### src/rtl/dbg_display_src.sv
// rtl/dbg_display_src.sv - debug-display source select, button debounce and scan-clock divider
// Picks a 16-bit half of one CPU observation word for the 7-segment scanner.
module dbg_display_src #(
  parameter int DIV_W  = 17,
  parameter int DB_CNT = 20000
) (
  input  logic        clk,
  input  logic        clr_n,
  input  logic [31:0] pc,
  input  logic [31:0] instr,
  input  logic [31:0] alu_out,
  input  logic [31:0] mem_rdata,
  input  logic        btn_mode,
  input  logic        btn_half,
  input  logic        freeze,
  output logic [15:0] x,
  output logic        scan_clk,
  output logic [1:0]  mode,
  output logic        half
);

  localparam int CNT_W = $clog2(DB_CNT);
  localparam logic [CNT_W-1:0] CNT_MAX = CNT_W'(DB_CNT - 1);

  logic [DIV_W-1:0] div;
  logic [1:0]       raw;
  logic [1:0]       sync1;
  logic [1:0]       sync2;
  logic [1:0]       db_level;
  logic [1:0]       db_prev;
  logic [1:0]       rise;
  logic [CNT_W-1:0] cnt [2];
  logic [31:0]      w;
  logic [15:0]      s;

  // bit 0 steps the source, bit 1 toggles the half
  assign raw      = {btn_half, btn_mode};
  assign rise     = db_level & ~db_prev;
  assign scan_clk = div[DIV_W-1];

  always_ff @(posedge clk) begin
    if (!clr_n) begin
      sync1    <= '0;
      sync2    <= '0;
      db_level <= '0;
      db_prev  <= '0;
      for (int b = 0; b < 2; b++) cnt[b] <= '0;
    end else begin
      sync1   <= raw;
      sync2   <= sync1;
      db_prev <= db_level;
      // level only follows the synced input after DB_CNT consecutive disagreeing cycles
      for (int b = 0; b < 2; b++) begin
        if (sync2[b] == db_level[b]) begin
          cnt[b] <= '0;
        end else if (cnt[b] == CNT_MAX) begin
          db_level[b] <= sync2[b];
          cnt[b]      <= '0;
        end else begin
          cnt[b] <= cnt[b] + 1'b1;
        end
      end
    end
  end

  always_comb begin
    w = pc;
    case (mode)
      2'd0: w = pc;
      2'd1: w = instr;
      2'd2: w = alu_out;
      2'd3: w = mem_rdata;
      default: w = pc;
    endcase
    s = half ? w[31:16] : w[15:0];
  end

  always_ff @(posedge clk) begin
    if (!clr_n) begin
      div  <= '0;
      mode <= 2'd0;
      half <= 1'b0;
      x    <= 16'h0000;
    end else begin
      div <= div + 1'b1;
      if (rise[0]) mode <= mode + 2'd1;
      if (rise[1]) half <= ~half;
      if (!freeze) x <= s;
    end
  end

endmodule

### config.mk
export PLATFORM = sky130hd
export DESIGN_NAME = dbg_display_src
export DESIGN_NICKNAME = d
export VERILOG_FILES = /design/src/rtl/dbg_display_src.sv
export SDC_FILE = /design/constraint.sdc
export NUM_CORES = 1
export LEC_CHECK = 0
export ABC_AREA = 1
export CORE_MARGIN = 1
export CORE_UTILIZATION = 30
export DETAILED_ROUTE_END_ITERATION = 10
export PLACE_DENSITY = 0.64
export SYNTH_ARGS = -nofsm -noshare
export SYNTH_HDL_FRONTEND = slang
export SYNTH_SLANG_ARGS = --single-unit
### constraint.sdc
create_clock -name clk -period 4.5 [get_ports clk]
set_input_delay 0.45 -clock clk [delete_from_list [all_inputs] [get_ports clk]]
set_output_delay 0.45 -clock clk [all_outputs]
set_load 0.01 [all_outputs]
==> run_results.csv, run 1 <==
group,metric,value,unit
sta,maxSlewHeadroom,15.59,%
worst_hold_path,worst_hold_path_type,"reg -> reg",
floorplan,die_h,127.6,µm
sta,rsz0062_at_grt,"no",
finish,fin_area,6774,µm²
grt,antenna_found_initial,0,
placed_design,dp_hpwl,10630,µm
placed_design,placed_area,6479,µm²
worst_setup_path,critPathArrivalTime,2.62,ns
grt,grt_max_degree,49,
worst_setup_path,max_stage_delay,0.71,ns
sta,hold_slack,0.4124,ns
clock_network,postCtsSetupBuffers,0,
clock_network,clock-root-buffer,"clkbuf_16",
worst_setup_path,critPathRequiredTime,4.72,ns
yosys,syn_area_per_cell,6.542,µm²
grt,grt_pass1_wl,22540,µm
finish,utilization,44.23,%
worst_setup_path,crit_fanout,48,
clock_network,tritoncts,"yes",
drt,routed_via_density,4.487,
placed_design,dp_slack,1.942,ns
sta,fin_crit,2.409,ns
run_status,status,"finished clean",
yosys,ys_ff_latch,74,
floorplan,die_area,16270,µm²
yosys,ys_warn_count,0,
worst_setup_path,crit_buf_inv,2,
yosys,yosysUniqueCellTypes,30,
clock_network,clk_path_buf_depth,2,
clock_network,clock_latency,0.34,ns
finish,multiInputGateArea,2645,µm²
yosys,synthCells,723,
clock_network,numCtsBuffers,9,
sta,fin_ws,2.091,ns
sta,tns,0,ns
sta,post-route-period-util,53.52,%
power,vdd_ir_drop_max,0.1347,mV
clock_network,cts-htree-levels,3,
clock_network,cts.hold.buffers_added,0,
floorplan,dieWidth,127.6,µm
placed_design,port_buffers,152,
grt,track_usage,17.63,%
worst_setup_path,cp-start-kind,"flip-flop",
finish,syn2layout_area_growth,43.23,%
drt,drtIter0Drc,214,
drt,ant_nets,0,
sta,slew_viol_final,0,
placed_design,routabilityCongestion,0.8040,
worst_setup_path,cp_cell_sequence,"inv_1, ha_1, inv_2, or2_2, nand3_1, a21oi_1",
job,drv_cap,0,
drt,first_pass_iters,4,
floorplan,coreArea,15310,µm²
drt,routed_wl,14110,µm
power,p_leak,2.669,nW
finish,register_area,1782,µm²
drt,wire_per_inst,12.77,µm
finish,nFillCells,1622,
worst_setup_path,crit_family,"adder cells",
finish,n_antenna_cell,0,
worst_setup_path,end_kind,"flip-flop",
power,cellPowerDensity,246.4,nW/µm²
sta,hold_viol,0,
drt,vias,4958,
sta,setup_viol,0,
sta,clock_skew,0.009469,ns
worst_setup_path,worstSetupPathType,"reg -> reg",
clock_network,clk_pin_slew,0.06,ns
worst_setup_path,crit_slowest_cell,"ha_1",
yosys,mappedNetlistArea,4730,µm²
sta,fmax,415.2,MHz
drt,drc,0,
clock_network,post_cts_resized,0,
clock_network,clock_sinks,74,
floorplan,ios,153,
yosys,ys_seq_area_share,37.67,%
finish,layout.nets,1029,
sta,worstMarginPinSlew,1.266,ns
grt,grt-ovfl-total,0,
floorplan,start_util,30.88,%
finish,drive_gt1_share,5.145,%
grt,first_global_vias,4733,
floorplan,core.rowCount,45,
-- where the power goes --
| part | internal [W] | switching, W | leakage [nW] |
|---|---|---|---|
| Clock | 0.000428 | 0.000282 | 0.145 |
| Combinational | 0.000143 | 0.0000727 | 1.85 |
| Sequential | 0.000723 | 0.0000206 | 0.669 |
-- per-stage QoR --
| step | instances | power (W) |
|---|---|---|
| floorplan | 752 | 0.0008208 |
| global placement | 1089 | 0.0009714 |
| detailed placement | 1089 | 0.0009725 |
| CTS | 1105 | 0.001695 |
| global route | 1105 | 0.001751 |
| finish | 1105 | 0.001669 |
-- cell usage after synthesis --
| cell | number | area (µm²) |
|---|---|---|
| o21ai_0 | 34 | 170.2 |
| o21ai_1 | 7 | 35.03 |
| xnor2_1 | 4 | 35.03 |
| conb_1 | 1 | 3.750 |
| ha_1 | 7 | 87.58 |
| nand3_1 | 62 | 310.3 |
| edfxtp_1 | 30 | 900.9 |
| clkbuf_1 | 7 | 26.28 |
| nor3_1 | 4 | 20.02 |
| nor2_1 | 115 | 431.7 |
| nor2_2 | 2 | 12.51 |
| o21bai_1 | 1 | 7.510 |
| clkbuf_2 | 1 | 5.000 |
| nand4_1 | 11 | 68.82 |
| inv_1 | 63 | 236.5 |
| o21a_1 | 2 | 15.01 |
| nand2_2 | 3 | 18.77 |
| buf_2 | 13 | 65.06 |
| inv_2 | 4 | 15.01 |
| buf_1 | 1 | 3.750 |
| buf_4 | 2 | 15.01 |
| or2_2 | 17 | 106.4 |
| or2_0 | 2 | 12.51 |
| dfxtp_1 | 44 | 880.8 |
| xor2_1 | 7 | 61.31 |
| buf_6 | 4 | 45.04 |
| nor2_4 | 2 | 22.52 |
| nand3b_1 | 4 | 30.03 |
| a21oi_1 | 62 | 310.3 |
| nand2_1 | 207 | 777.0 |
-- path summary, 6_finish.rpt --
path         slack, ns  endpoint  depth (start not counted)  startpoint
max reg2reg       2.09     x[12]                          6     mode[0]
min reg2reg       0.41  sync2[1]                          2    sync1[1]
min               0.41  sync2[1]                          2    sync1[1]
max               2.09     x[12]                          6     mode[0]
-- flip-flops by register name, summed over array words and instances (netlist names) --
signal / count
cnt: 30
half: 1
sync2: 2
x: 16
mode: 2
div: 17
db_prev: 2
db_level: 2
sync1: 2
-- worst min-delay path: cells and delay by family (launching register included) --
kind	cells	cell delay, ns
buffers and inverters	1	0.04
DFF	1	0.30
and+or+nand+nor	1	0.05
-- per-layer routing --
metal / vias to the layer above / GRT usage (%) / share of wire (%)
li1: 2625 / - / -
met1: 2171 / 20.15 / 44
met2: 152 / 32.11 / 48
met3: 10 / 5.067 / 7.0
met4: 0 / 4.272 / 1.0
met5: - / 0 / 0
-- placed cells by master, fill, tap and decap left out, types with 7 or more instances in the layout --
master | netlist | final
nand2_1 | 207 | 207
clkdlybuf4s50_1 | 0 | 152
nor2_1 | 115 | 115
inv_1 | 63 | 63
nand3_1 | 62 | 62
a21oi_1 | 62 | 62
dfxtp_1 | 44 | 44
o21ai_0 | 34 | 34
edfxtp_1 | 30 | 30
conb_1 | 1 | 30
or2_2 | 17 | 17
nand4_1 | 11 | 11
clkbuf_16 | 0 | 9
o21ai_1 | 7 | 7
xor2_1 | 7 | 7
ha_1 | 7 | 7
-- layout make-up --
type / count / area share [%]
clock buffers: 9 / 3.325
clock inverters: 7 / 1.034
repair buffers: 154 / 22.68
inverters: 67 / 3.713
multi-input cells: 583 / 39.05
well taps: 211 / 3.897
flip-flops and latches: 74 / 26.30
-- cells by family (layout without fill, tap and decap cells) --
| group | count (synthesis) | after routing | share of synthesized area (%) |
|---|---|---|---|
| DFF | 74 | 74 | 37.67 |
| xor gates and xnor gates | 11 | 11 | 2.037 |
| AOI/OAI and AO/OA | 106 | 106 | 11.38 |
| and+or+nand+nor | 429 | 429 | 38.28 |
| adders and majority gates | 7 | 7 | 1.852 |
| other | 1 | 30 | 0.07929 |
| buffers and inverters | 95 | 237 | 8.703 |
Note: power is estimated with default switching activity, not from simulation.
==> run 2: changes to the inputs <==
==> constraint.sdc (replaced) <==
create_clock -name clk -period 2.5 [get_ports clk]
set_input_delay 0.25 -clock clk [delete_from_list [all_inputs] [get_ports clk]]
set_output_delay 0.25 -clock clk [all_outputs]
set_load 0.01 [all_outputs]
==> run_results.csv, run 2 (synthesis gave the netlist of run 1 again) <==
group,metric,value,unit
finish,final_common_cell,"nand2_1",
finish,largest_reg_flops,30,
worst_hold_path,min_from,"sync1[0]",
sta,fmax,558.2,MHz
power,cellPowerDensity,426.8,nW/µm²
sta,tns,0,ns
worst_setup_path,cp-start-kind,"flip-flop",
clock_network,cts-htree-levels,3,
sta,post-route-period-util,71.66,%
grt,grt-ovfl-total,0,
worst_setup_path,reg2regPathDepth,8,
power,power_switching,0.0006365,W
finish,final_cell_mix,"nand2_1 (207), clkdlybuf4s50_1 (152), nor2_1 (115)",
grt,grt_pass1_wl,22830,µm
worst_setup_path,crit_fanout,48,
finish,utilization,44.31,%
grt,track_usage,17.83,%
sta,maxSlewHeadroom,55.75,%
clock_network,clock_latency,0.34,ns
drt,routed_via_density,4.473,
grt,first_global_vias,4770,
finish,n_antenna_cell,0,
placed_design,dp_hpwl,10890,µm
sta,worstMarginPinSlew,0.6628,ns
worst_setup_path,worstReg2RegStart,"mode[0]",
placed_design,port_buffers,152,
clock_network,clk_path_buf_depth,2,
floorplan,dieWidth,127.6,µm
worst_hold_path,worst_hold_path_type,"reg -> reg",
grt,grt_max_degree,49,
clock_network,clock-root-buffer,"clkbuf_16",
drt,wire_per_inst,12.88,µm
floorplan,die_h,127.6,µm
floorplan,core.rowCount,45,
sta,slew_viol_final,0,
sta,fin_ws,0.7086,ns
worst_setup_path,critPathRequiredTime,2.72,ns
power,p_sw_share,21.98,%
clock_network,postCtsSetupBuffers,0,
finish,largestRegisters,"cnt: 30 flops, div: 17 flops, x: 16 flops",
drt,drc,0,
clock_network,clock_sinks,74,
worst_setup_path,rrSetupSlack,0.71,ns
run_status,status,"finished clean",
worst_setup_path,worstSetupPathType,"reg -> reg",
clock_network,post_cts_resized,0,
drt,vias,4969,
finish,syn2layout_area_growth,43.47,%
power,power_frac_seq,46.3,%
job,drv_cap,0,
worst_hold_path,holdPathEnd,"sync2[0]",
sta,setup_viol,0,
floorplan,die_area,16270,µm²
clock_network,cts.hold.buffers_added,0,
drt,routed_wl,14310,µm
floorplan,start_util,30.88,%
sta,clock_skew,0.005442,ns
power,pwr-share-clk,40.3,%
floorplan,ios,153,
drt,first_pass_iters,5,
drt,drtIter0Drc,195,
power,p_leak,2.679,nW
grt,antenna_found_initial,0,
power,combPwrFrac,13.5,%
clock_network,clk_pin_slew,0.05,ns
sta,fin_crit,1.791,ns
power,vdd_ir_drop_max,0.3471,mV
finish,largest_register,"cnt",
placed_design,dp_slack,0.7013,ns
clock_network,tritoncts,"yes",
finish,layout.nets,1035,
clock_network,numCtsBuffers,9,
floorplan,coreArea,15310,µm²
worst_setup_path,critPathArrivalTime,2.01,ns
sta,rsz0062_at_grt,"no",
placed_design,routabilityCongestion,0.8007,
worst_setup_path,worst_r2r_endpoint,"x[4]",
drt,ant_nets,0,
finish,drive_gt1_share,5.111,%
worst_hold_path,whs_path_depth,2,
worst_setup_path,end_kind,"flip-flop",
power,p_int,0.002259,W
sta,hold_viol,0,
## run 2: cell count changes in the layout (fill, tap and decap cells not counted)
| cell | before | now |
|---|---|---|
| bufinv_16 | 1 | 0 |
| clkinvlp_4 | 1 | 0 |
| clkinv_2 | 3 | 0 |
| clkinv_4 | 2 | 0 |
| buf_4 | 2 | 8 |
| clkinv_1 | 0 | 1 |
| clkbuf_1 | 0 | 5 |
| clkbuf_8 | 0 | 1 |
## run 2: metrics by stage
stage / cell area, µm² / hold WS [ns] / instances / power, W
CTS: 6785 / 0.4224 / 1111 / 0.002935
finish: 6785 / 0.4184 / 1111 / 0.002896
floorplan: 4838 / 0.3476 / 752 / 0.001478
global placement: 6524 / 0.4077 / 1095 / 0.001751
global route: 6785 / 0.4506 / 1111 / 0.003031
detailed placement: 6524 / 0.4093 / 1095 / 0.001753
## run 2: worst max-delay path by stage
| stage | cells past startpoint | end | slack (ns) | start |
|---|---|---|---|---|
| floorplan | 11 | x[12] | 0.93 | mode[0] |
| detailed placement | 8 | x[4] | 0.70 | mode[0] |
| global placement | 8 | x[11] | 0.79 | mode[0] |
| CTS | 8 | x[4] | 0.70 | mode[0] |
| global route | 8 | x[4] | 0.50 | mode[0] |
| finish | 8 | x[4] | 0.71 | mode[0] |
## run 2: worst max-delay path: stages, from the launching register on
cell     delay (ns)
dfxtp_1        0.38
inv_1          0.10
ha_1           0.23
inv_2          0.50
nand2_1        0.12
nor2_1         0.12
nor2_1         0.04
nor2_1         0.10
a21oi_1        0.07
## run 2: area by class of cell
| class | count | area, µm² |
|---|---|---|
| Fill cell | 1633 | 8529 |
| Multi-Input combinational cell | 583 | 2645 |
| Sequential cell | 74 | 1782 |
| Timing Repair Buffer | 160 | 1582 |
| Tap cell | 211 | 264.0 |
| Clock buffer | 15 | 257.7 |
| Inverter | 67 | 251.5 |
| Clock inverter | 1 | 3.754 |
## run 2: metal layers
| layer | share of wire, % | track usage (%) | vias to the layer above |
|---|---|---|---|
| met5 | 0 | 0 | - |
| met4 | 1.9 | 6.723 | 0 |
| met3 | 7.6 | 5.109 | 22 |
| met2 | 47 | 32.40 | 133 |
| met1 | 43 | 19.57 | 2175 |
| li1 | - | - | 2639 |
## run 2: power groups by stage
stage / Sequential (W) / Clock (W) / Combinational (W)
floorplan: 0.00136 / 0 / 0.000114
global placement: 0.00136 / 0 / 0.000386
detailed placement: 0.00136 / 0 / 0.000388
CTS: 0.00134 / 0.00120 / 0.000391
global route: 0.00135 / 0.00126 / 0.000427
finish: 0.00134 / 0.00117 / 0.000390
